File: src/rtl/button_press_classifier.sv
// rtl/button_press_classifier.sv - classifies a debounced button level into press/release/click/long/repeat pulses
// Optional auto-repeat during long hold is enabled by defining BTN_AUTO_REPEAT_EN.
module button_press_classifier #(
  parameter int LONG_CYCLES   = 1000,
  parameter int REPEAT_CYCLES = 250,
  parameter int CNT_W         = 16
) (
  input  logic       clk,
  input  logic       rst,
  input  logic       in,
  output logic       press,
  output logic       release_pulse,
  output logic       short_click,
  output logic       long_press,
  output logic       repeat_pulse,
  output logic       held,
  output logic [7:0] event_cnt
);

  typedef enum logic [1:0] {
    IDLE    = 2'd0,
    PRESSED = 2'd1,
    LONG    = 2'd2
  } state_t;

  localparam logic [CNT_W-1:0] LONG_LAST = CNT_W'(LONG_CYCLES - 1);
  localparam logic [CNT_W-1:0] CNT_ONE   = CNT_W'(1);

  // Elaboration-time range checks on the timing parameters.
  generate
    if (LONG_CYCLES < 2 || LONG_CYCLES > (2 ** CNT_W) - 1) begin : g_bad_long
      $error("LONG_CYCLES out of range");
    end
    if (REPEAT_CYCLES < 2 || REPEAT_CYCLES > (2 ** CNT_W) - 1) begin : g_bad_repeat
      $error("REPEAT_CYCLES out of range");
    end
  endgenerate

  state_t           state, state_n;
  logic             in_q;
  logic [CNT_W-1:0] cnt, cnt_n;
  logic             press_n, release_n, short_n, long_n, ev_inc;

  // Input stage: the FSM only ever looks at the registered copy of the level.
  always_ff @(posedge clk or posedge rst) begin
    if (rst) begin
      in_q <= 1'b0;
    end else begin
      in_q <= in;
    end
  end

  // State, hold counter, event counter and registered pulse outputs.
  always_ff @(posedge clk or posedge rst) begin
    if (rst) begin
      state         <= IDLE;
      cnt           <= '0;
      event_cnt     <= 8'd0;
      press         <= 1'b0;
      release_pulse <= 1'b0;
      short_click   <= 1'b0;
      long_press    <= 1'b0;
    end else begin
      state         <= state_n;
      cnt           <= cnt_n;
      press         <= press_n;
      release_pulse <= release_n;
      short_click   <= short_n;
      long_press    <= long_n;
      if (ev_inc) begin
        event_cnt <= event_cnt + 8'd1;
      end
    end
  end

`ifdef BTN_AUTO_REPEAT_EN
  localparam logic [CNT_W-1:0] REPEAT_LAST = CNT_W'(REPEAT_CYCLES - 1);

  logic repeat_n;

  // Registered auto-repeat pulse.
  always_ff @(posedge clk or posedge rst) begin
    if (rst) begin
      repeat_pulse <= 1'b0;
    end else begin
      repeat_pulse <= repeat_n;
    end
  end
`else
  assign repeat_pulse = 1'b0;
`endif

  // Next-state and next-pulse decode; release wins over long_press on the same edge.
  always_comb begin
    state_n   = state;
    cnt_n     = cnt;
    press_n   = 1'b0;
    release_n = 1'b0;
    short_n   = 1'b0;
    long_n    = 1'b0;
    ev_inc    = 1'b0;
`ifdef BTN_AUTO_REPEAT_EN
    repeat_n  = 1'b0;
`endif
    case (state)
      IDLE: begin
        if (in_q) begin
          state_n = PRESSED;
          press_n = 1'b1;
          cnt_n   = '0;
        end
      end
      PRESSED: begin
        if (!in_q) begin
          state_n   = IDLE;
          release_n = 1'b1;
          short_n   = 1'b1;
          ev_inc    = 1'b1;
        end else if (cnt == LONG_LAST) begin
          state_n = LONG;
          long_n  = 1'b1;
          ev_inc  = 1'b1;
          cnt_n   = '0;
        end else begin
          cnt_n = cnt + CNT_ONE;
        end
      end
      LONG: begin
        if (!in_q) begin
          state_n   = IDLE;
          release_n = 1'b1;
        end else begin
`ifdef BTN_AUTO_REPEAT_EN
          if (cnt == REPEAT_LAST) begin
            repeat_n = 1'b1;
            cnt_n    = '0;
          end else begin
            cnt_n = cnt + CNT_ONE;
          end
`endif
        end
      end
      default: begin
        state_n = IDLE;
      end
    endcase
  end

  assign held = (state != IDLE);

endmodule
File: config.mk
export PLATFORM = sky130hd
export DESIGN_NAME = button_press_classifier
export DESIGN_NICKNAME = d
export VERILOG_FILES = /design/src/rtl/button_press_classifier.sv
export SDC_FILE = /design/constraint.sdc
export NUM_CORES = 1
export LEC_CHECK = 0
export CAP_MARGIN = 40
export CORE_MARGIN = 4
export CORE_UTILIZATION = 50
export DETAILED_ROUTE_END_ITERATION = 6
export HOLD_SLACK_MARGIN = 0.15
export PLACE_DENSITY = 0.72
export SLEW_MARGIN = 10
export SYNTH_ARGS = -nofsm -noshare
export SYNTH_HDL_FRONTEND = slang
export SYNTH_SLANG_ARGS = --single-unit
File: constraint.sdc
create_clock -name clk -period 3.5 [get_ports clk]
set_input_delay 0.7 -clock clk [delete_from_list [all_inputs] [get_ports clk]]
set_output_delay 0.7 -clock clk [all_outputs]
set_load 0.03 [all_outputs]
* Word-level counts from Yosys, hierarchy flattened
Index checks and enable logic that the tools add are counted.
** Cells by class
- Muxes and demuxes :: 19
- Reductions and logical operators :: 6
- Add/subtract/negate cells :: 2
- Equality and inequality tests :: 7
** Operators by type and width (number)
- $mux W16 :: 3
- $pmux W16 S2 :: 1
- $add A16 B1 Y16 const B :: 1
- $eq A16 B10 Y1 const B :: 1
- $mux W1 :: 10
- $add A8 B1 Y8 const B :: 1
- $mux W2 :: 4
- $ne A2 B2 Y1 const B :: 3
- $pmux W2 S3 :: 1
- $reduce_and A3 Y1 :: 2
- $reduce_bool A2 Y1 :: 2
- $ne A3 B3 Y1 const B :: 1
- $eq A2 B1 Y1 const B :: 1
- $eq A2 B2 Y1 const B :: 1
- $logic_not A2 Y1 :: 1
- $reduce_or A2 Y1 :: 1
** Storage, ports and cells
- Output and inout bits :: 14
- Bits in registers :: 31
- Bits of input ports :: 3
- Logic and storage cells :: 42

* Logic depth before layout (Yosys ltp)
- Depth after elaboration :: 4
- Gate-level depth with buffers :: 7
- Mapped depth without buffers :: 6

* Least setup slack after synthesis
Ideal clock, no wire load.
- Path kind :: register -> register
- From :: register state[1]
- To :: register cnt[13]
- Stages on the path, launching flop included :: 7
- Period minus slack after synthesis :: 1.944 ns
- Slack :: 1.556 ns
- Buffers on the path :: 0
- Arrival time :: 1.866 ns
- Required time :: 3.423 ns
- Library setup time :: 0.077 ns
- Cells stage by stage :: dfrtp_1 > inv_1 > ha_1 > o21ai_2 > or4_4 > or3_1 > a21oi_1
** Between the ends
- Cells in the longest elaborated chain, start to end :: 3
- Elaborated cells between the ends (all ways) :: 7
- Those cells by class :: eq/ne: 3; mux: 1; reduce/logical: 3
** RTL lines
- start, declared :: RTL line 39 : state_t state, state_n;
- start signal, assigned :: RTL line 64 : state <= state_n;
- $eq A2 B1 Y1 or $logic_not A2 Y1 (tied branches) :: RTL line 105 : case (state)
- $ne A2 B2 Y1 (no line) or $reduce_bool A2 Y1 (tied branches)
- $reduce_and A3 Y1 (no line)
- end signal, assigned :: RTL line 65 : cnt <= cnt_n;
- end, declared :: RTL line 41 : logic [CNT_W-1:0] cnt, cnt_n;
Several ways; a longest one is shown, not always the timed one.
A chain may end at the register's enable or synchronous reset.

* Worst setup path after layout
- From :: register state[0]
- To :: output port held
** Between the ends
- Cells in the longest elaborated chain, start to end :: 1
** RTL lines
- $reduce_bool A2 Y1 :: RTL line 149 : assign held = (state != IDLE);
- end, declared :: RTL line 16 : output logic held,
No other way between the ends.

==> summary by stage <==
Run status
The flow ran to the end, and the final reports show no timing, DRC or antenna violations.

Setup path
The critical path contains buffers and inverters numbering 3 combined. The worst setup path startpoint is state[0]. In this run the critical register-to-register path is launched from state[1]. Traced cell by cell, the critical path runs through inv_1, ha_1, inv_1, clkdlybuf4s50_1. STA classifies the critical path startpoint as a register.

The nature of the critical path endpoint is an output port. The highest cell delay on the worst timing path is 0.66 ns. The start-to-end type of the worst setup path is reg2out. The data required time at the worst endpoint is 2.80 ns. In this run the worst path has a maximum fanout of 5. Data on the critical path arrives at its endpoint at 1.78 ns. In this design, the largest share of critical-path delay is due to buffers and inverters. The most frequent cell on the critical path is sky130_fd_sc_hd__inv_1.

The library cell contributing the largest single delay on the critical path is sky130_fd_sc_hd__clkdlybuf4s50_1.

Power and ir drop
The total design power is 1.15 mW. The worst vdd rail ir drop is 0.323 mV. Dividing total power by cell area gives a power density of 621 nW/um^2. The static leakage is 0.795 nW.

Synthesis
Counting every net in the synthesized netlist gives 164. Synthesis produced a netlist whose cell count is 155. After synthesis, the largest area contributor takes up 48.9% of total cell area.

The number of distinct library cell variants in the gate-level netlist after synthesis is 38. Sorting the synthesized cells by how often they occur yields 31 x sky130_fd_sc_hd__dfrtp_1, 14 x sky130_fd_sc_hd__nand2_1, 11 x sky130_fd_sc_hd__nor2_1, 11 x sky130_fd_sc_hd__xnor2_1, 10 x sky130_fd_sc_hd__inv_1. The area of the mapped netlist is 1590 sq um.

During synthesis, Yosys emitted a total of 0 warnings. The synthesized design spends more area on one cell type than any other, namely sky130_fd_sc_hd__dfrtp_1. The most frequently used flop master after synthesis is sky130_fd_sc_hd__dfrtp_1.

Of the synthesized area, sequential elements account for 48.9%. The synthesis-stage register bit count is 31. Yosys attributes the largest share of cell area to sky130_fd_sc_hd__dfrtp_1 49%, sky130_fd_sc_hd__xnor2_1 6.1%, sky130_fd_sc_hd__ha_1 4.7%. The library cell with the highest instance count after synthesis is sky130_fd_sc_hd__dfrtp_1. The share of async-settable or async-resettable flops after synthesis is 100%. The average size of a mapped cell is 10.2 sq um. The synthesized design contains 0 enable-type register cells.

Timing
The number of failing hold endpoints at the final stage was 0. The final-report setup violation count is 0. The minimum period implied by the final worst setup slack is 2.48 ns. Setup repair after global routing left no endpoint under its margin.

The slew at the pin closest to its max-slew limit is 0.708 ns. The worst slew slack as a fraction of its limit is 52.6%. The total count of max-transition violations in the final report is 0. Setup total negative slack on the finished layout was measured at 0 ns. Of the available clock period, the critical path in the final layout requires 70.8%. The maximum frequency from static timing analysis is 0.404 GHz. The largest clock skew in the final design is 0.0147 ns.

Die
The horizontal die dimension is 64.4 um. Pin placement for this block handled 17 I/O pins. The height of the die is 64.4 um. The total die area is 4140 sq um. The initial utilization of the core area, before any placement, comes to 52.0%. The core box area is 3050 sq um.

After floorplanning, the core was divided into 20 placement rows.

Clocking
Counting along the longest clock path gives a buffer depth of 2. The tree built by TritonCTS fans out to 31 sinks. In this run the post-CTS setup repair buffer count came out at 0. TritonCTS built the clock tree. In this run, CTS created clock tree buffers numbering 5. The clock latency reported for the late side of the worst-skew pair is 0.34 ns. The hold buffer count at cts is 0.

The quantity of gates resized following cts is 0. Clock-pin slew was measured on the worst setup and hold paths at 0.09 ns. In this run the number of H-tree levels came out at 2. The library cell used as clock root buffer is sky130_fd_sc_hd__clkbuf_4.

Global route
The first global-routing pass estimated 5.50 mm of wire. After global routing the overflow that remains totals 0. The via count of the first global-routing pass is 1226. The initial antenna violation count is 0. Entering global routing, the biggest net connects 32 pins.

The global routing usage summed across all routing layers is 17.4%.

Drt
After detailed routing, the total wire length is 2.88 mm. The number of nets with antenna violations after detailed routing is 0. The DRC marker count from the first detailed-route iteration is 26.

The DRC violation count after routing is 0. The post-detailed-route via-to-cell ratio is 5.34. The first TritonRoute pass finished after 4 iterations.

In the final routed layout, each cell accounts on average for 13.1 um. The via count is 1169.

Placement
In this run the cell area measured after placement is 1780 sq um. Detailed placement ended at an HPWL of 2.11 mm. The routability-driven placement congestion ratio is 0.813.

The quantity of I/O buffers inserted on ports is 15.

Finish
After routing the design area is 1850 sq um. The area growth from synthesis to layout is 16.4%. The total area of sequential cells is 776 sq um. The number of antenna diodes in the final layout is 0. The share of cells above drive strength 1 is 8.57%.

The fill cell total of the finished layout is 270. The multi-input combinational cells in the finished layout cover a total of 753 sq um. The net count of the finished layout is 183.

Min path
The classification of the worst-slack hold path is reg2reg. In this run the most critical hold path is launched from event_cnt[7].

Job
The tool flagged a number of max-cap violations equal to 0.
[layer usage]
layer / wire, um / part of all wire (%) / vias up / GRT usage, %
met5: 0 / 0 / - / 0
met4: 71 / 2.5 / 0 / 7.65
met3: 126 / 4.4 / 9 / 7.56
met2: 1350 / 47 / 19 / 27.4
met1: 1330 / 46 / 551 / 20.4
li1: - / - / 590 / -
[final cells by class]
cell class                 instances  area share (%)
sequential                        31            42.0
multi-input combinational        110            40.8
timing repair buffer              16            8.53
clock buffer                       8            3.72
tap                               44            2.98
inverter                          10            2.03
[worst register-to-register path, delay by kind of cell (launching register included)]
kind                     cells  cell delay [ns]
AND/OR/NAND/NOR              2             0.97
flip-flops                   1             0.41
AO/OA/AOI/OAI                2             0.39
adder cells (fa/ha/maj)      1             0.31
buffers and inverters        1             0.11
[power breakdown]
group	total [mW]	internal, mW	switching (mW)	leakage (nW)
Combinational	0.423	0.172	0.251	0.344
Clock	0.233	0.118	0.115	0.0386
Sequential	0.492	0.420	0.0714	0.413
Total	1.15	0.711	0.437	0.795
[metrics by stage]
stage,hold WS (ns),util (%),instances,setup slack [ns]
2_1_floorplan,0.488,-,155,1.56
3_3_place_gp,0.456,58.3,211,1.37
3_5_place_dp,0.458,58.3,211,1.24
4_1_cts,0.475,60.5,219,0.995
5_1_grt,0.520,60.5,219,0.862
6_report,0.465,60.5,219,1.02
[layout by cell type (no fill, tap or decap), types with 3 or more instances in the layout]
cell / instances
sky130_fd_sc_hd__dfrtp_1: 31
sky130_fd_sc_hd__clkdlybuf4s50_1: 15
sky130_fd_sc_hd__nand2_1: 14
sky130_fd_sc_hd__xnor2_1: 11
sky130_fd_sc_hd__nor2_1: 11
sky130_fd_sc_hd__inv_1: 10
sky130_fd_sc_hd__nand3_1: 8
sky130_fd_sc_hd__nor3_1: 6
sky130_fd_sc_hd__ha_1: 6
sky130_fd_sc_hd__o21ai_0: 5
sky130_fd_sc_hd__nor4_1: 5
sky130_fd_sc_hd__a21oi_1: 5
sky130_fd_sc_hd__clkbuf_4: 5
sky130_fd_sc_hd__or3_1: 4
sky130_fd_sc_hd__xor2_1: 3
sky130_fd_sc_hd__nand4_1: 3
sky130_fd_sc_hd__o21ai_1: 3
[path summary, 6_finish.rpt]
check	slack (ns)	cells past startpoint	to
max	1.02	4	held
min	0.46	1	event_cnt[7]
max reg2reg	1.25	6	cnt[13]
min reg2reg	0.46	1	event_cnt[7]
max in group asynchronous	2.47	3	in_q
min in group asynchronous	0.74	3	cnt[12]
[cell families after synthesis]
group,synth area share (%)
simple gates,23.9
flops,48.9
compound gates,8.90
xor+xnor,7.72
buf+inv,3.70
fa+ha+maj,4.73
mux,1.97
other cells,0.236
[state kept, by name (all words and copies together), names as in the netlist]
name           count
cnt               16
event_cnt          8
in_q               1
long_press         1
press              1
release_pulse      1
short_click        1
state              2
Power figures use the tool's default switching activity.
==> patch 1: new RTL, same settings <==
Register the input `in` before use, cleared by the reset. The logic sees it one clock later.
--- a/src/rtl/button_press_classifier.sv
+++ b/src/rtl/button_press_classifier.sv
@@ -28,2 +28,12 @@
 
+  logic in_r;
+
+  always_ff @(posedge clk or posedge rst) begin
+    if (rst) begin
+      in_r <= '0;
+    end else begin
+      in_r <= in;
+    end
+  end
+
   // Elaboration-time range checks on the timing parameters.
@@ -48,3 +58,3 @@
     end else begin
-      in_q <= in;
+      in_q <= in_r;
     end
Function: changed (a bounded check fails within 4 cycles, from zero or initial values and one cycle with rst high).
==> patch 1 against the unedited design <==
Routed wire length up 8.8%. Design area up 1.2%. Critical path depth unchanged. Area after synthesis up 1.6%. Global-route usage up 0.48 points. Largest power group unchanged. Critical path type unchanged. Power up 0.77%. Worst setup slack worse by 0.016 ns. Sequential cell count up 1.
==> patch 1: results (changes against the unedited design) <==
[placed_design]
place_hpwl_mm = 2.35  ; was 2.11 mm
port_buffers = 15  ; unchanged
place.gp.congestion = 0.842  ; was 0.813
placed_cell_area_sq_um = 1800  ; was 1780 sq um

[logic_synthesis]
synth.area.top_cells = dfrtp_1 (50%), xnor2_1 (6.0%), ha_1 (4.7%), nand2_1 (3.3%), nor2_1 (2.6%)  ; was dfrtp_1 (49%), xnor2_1 (6.1%), ha_1 (4.7%), nand2_1 (3.3%), nor2_1 (2.6%)
synth_area_per_cell_sq_um = 10.3  ; was 10.2 sq um
synth-xor-area-share_pct = 7.60  ; was 7.72%
synthAdderAreaFrac_pct = 4.65  ; was 4.73%
synth_compound_area_share_pct = 8.77  ; was 8.90%
yosysSeqAreaShare_pct = 49.7  ; was 48.9%
yosys-top-cells-count = dfrtp_1 (32), nand2_1 (14), nor2_1 (11), xnor2_1 (11), inv_1 (10)  ; was dfrtp_1 (31), nand2_1 (14), nor2_1 (11), xnor2_1 (11), inv_1 (10)
syn_nets = 165  ; was 164

[grt]
grt_usage_pct = 17.9  ; was 17.4%
grt_max_degree = 18  ; was 32

[sta]
timing.hold.ws_ns = 0.364  ; was 0.465 ns
fin_skew_ns = 0.00956  ; was 0.0147 ns

[setup_path]
critPathLaunchType = flip-flop  ; unchanged
reg2reg_to = cnt[15]  ; was cnt[13]
reg2reg_slack_ns = 1.22  ; was 1.25 ns

[power_and_ir_drop]
p_leak_nw = 0.806  ; was 0.795 nW
vdd_drop_max_mv = 0.315  ; was 0.323 mV

[hold_path]
whs_path_depth = 0  ; was 1
min_to = in_q  ; was event_cnt[7]
min-delay-start = in_r  ; was event_cnt[7]

[final_layout]
area_growth_pct = 15.9  ; was 16.4%
fillCellCount = 274  ; was 270
num-nets-final = 184  ; was 183
drive_above_1_share_pct = 8.57  ; unchanged

[outcome]
outcome = finished clean  ; unchanged

[routing]
drt_iter0_markers = 71  ; was 26

## patch 1: changes by cell type after synthesis, sizes merged
cell and delta:
dfrtp +1
## patch 1: power by group
group | total [mW] | leakage, nW | internal (mW) | switching, mW
Combinational | 0.421 | 0.344 | 0.170 | 0.251
Sequential | 0.504 | 0.425 | 0.432 | 0.0724
Clock | 0.231 | 0.0374 | 0.114 | 0.117
## patch 1: critical path, stage by stage, from the launching register on
cell and delay, ns:
dfrtp_1 0.38, inv_1 0.09, ha_1 0.27, inv_1 0.07, clkdlybuf4s50_1 0.66
## patch 1: metal layers
layer	global-route usage, %	part of all wire, %	vias up
met5	0	0	-
met4	9.76	2.6	0
met3	4.16	4.1	8
met2	29.8	50	24
met1	21.2	44	573
li1	-	-	585
## patch 1: area by class of cell
type,count,share of cell area [%]
Inverter,10,2.01
Timing Repair Buffer,16,8.43
Clock buffer,7,3.48
Tap cell,44,2.95
Multi-Input combinational cell,110,40.3
Sequential cell,32,42.8
==> patch 2: new RTL, same flow settings <==
Made on the original files. The option `BTN_AUTO_REPEAT_EN` is turned on by a define.
--- a/src/rtl/button_press_classifier.sv
+++ b/src/rtl/button_press_classifier.sv
@@ -2,2 +2,4 @@
 // Optional auto-repeat during long hold is enabled by defining BTN_AUTO_REPEAT_EN.
+`define BTN_AUTO_REPEAT_EN
+
 module button_press_classifier #(
Check against the original RTL: no difference found for any inputs over 10 cycles, from zero or initial values and one cycle with rst high; that may be too few to reach the edited logic, so the function may still have changed.
==> patch 2 against the unedited design <==
Sequential cell count increased by 1. Die area is 5.9% higher. Worst setup slack worse by 0.38 ns. Register-to-register slack worse by 0.60 ns. Area after synthesis up 6.8%. Design area is 6.8% higher. First-iteration DRC count rose to 2.5 times the old value. Synthesized cell count is 7.7% higher. Power rose by 8.3%. Routed wire length increased by 18%. Clock power up 20%. Via count increased by 14%. Largest cell class is now multi-input gates. Largest power group unchanged. Highest routed layer unchanged.
==> patch 2: results (changes against the unedited design) <==
[logic_synthesis]
yosys-top-cells-count = dfrtp_1 (32), nand2_1 (14), nand3_1 (11)  ; was dfrtp_1 (31), nand2_1 (14), nor2_1 (11), xnor2_1 (11), inv_1 (10)
synth.area.top_cells = dfrtp_1 (47%), ha_1 (5.2%), xnor2_1 (3.6%), nand3_1 (3.2%), nand2_1 (3.1%)  ; was dfrtp_1 (49%), xnor2_1 (6.1%), ha_1 (4.7%), nand2_1 (3.3%), nor2_1 (2.6%)
ys_types = 41  ; was 38
syn_nets = 177  ; was 164
synthAdderAreaFrac_pct = 5.17  ; was 4.73%
synthCells = 167  ; was 155

[routing]
wl_met2_mm = 1.62  ; was 1.35 mm
wl_met1_mm = 1.58  ; was 1.33 mm
drt-vias-per-instance = 5.75  ; was 5.34
vias = 1334  ; was 1,169

[final_layout]
buffers_excl_clock = 17  ; was 16
clkCellAreaFrac_pct = 4.06  ; was 3.72%
seqAreaFraction_pct = 40.6  ; was 42.0%
buffer_area_share_pct = 8.49  ; was 8.53%
drive_above_1_share_pct = 7.98  ; was 8.57%
fillCellCount = 261  ; was 270
num-nets-final = 197  ; was 183

[placed_design]
placed_cell_area_sq_um = 1890  ; was 1780 sq um
pre_cts_ws_ns = 0.664  ; was 1.24 ns
place_hpwl_mm = 2.47  ; was 2.11 mm
dp.cells = 224  ; was 211

[outcome]
outcome = finished clean  ; unchanged

[setup_path]
reg2reg_to = cnt[10]  ; was cnt[13]
cp_slowest_cell = or4_1  ; was clkdlybuf4s50_1
cp-end-kind = flip-flop  ; was primary output

[grt]
grt_max_degree = 33  ; was 32
grt_pass1_wl_mm = 5.78  ; was 5.50 mm
grt_pass1_vias = 1237  ; was 1,226

[sta]
fmax_ghz = 0.350  ; was 0.404 GHz

-- patch 2: changes by cell type in the layout (fill, tap and decap cells not counted), sizes merged, moves of 4 or more --
cell | unedited run | this run
and3 | 0 | 5
nor4 | 5 | 1
or3 | 4 | 0
or4 | 2 | 6
xnor2 | 11 | 7
-- patch 2: logic make-up after synthesis --
| logic type | count (synthesis) |
|---|---|
| adders and majority gates | 7 |
| AOI/OAI and AO/OA | 35 |
| DFF | 32 |
| buffers and inverters | 13 |
| muxes | 2 |
| and+or+nand+nor | 68 |
| xor gates and xnor gates | 10 |
-- patch 2: worst register-to-register path: cells and delay by family, from the launching register on --
| kind | cells | cell delay, ns |
|---|---|---|
| and+or+nand+nor | 3 | 1.26 |
| AOI/OAI and AO/OA | 2 | 0.81 |
| DFF | 1 | 0.44 |
| adders and majority gates | 1 | 0.25 |
-- patch 2: where the power goes --
group,internal (mW),switching [mW],leakage [nW]
clock network,0.149,0.130,0.0412
logic,0.183,0.291,0.381
registers,0.425,0.0637,0.430
total,0.758,0.485,0.852
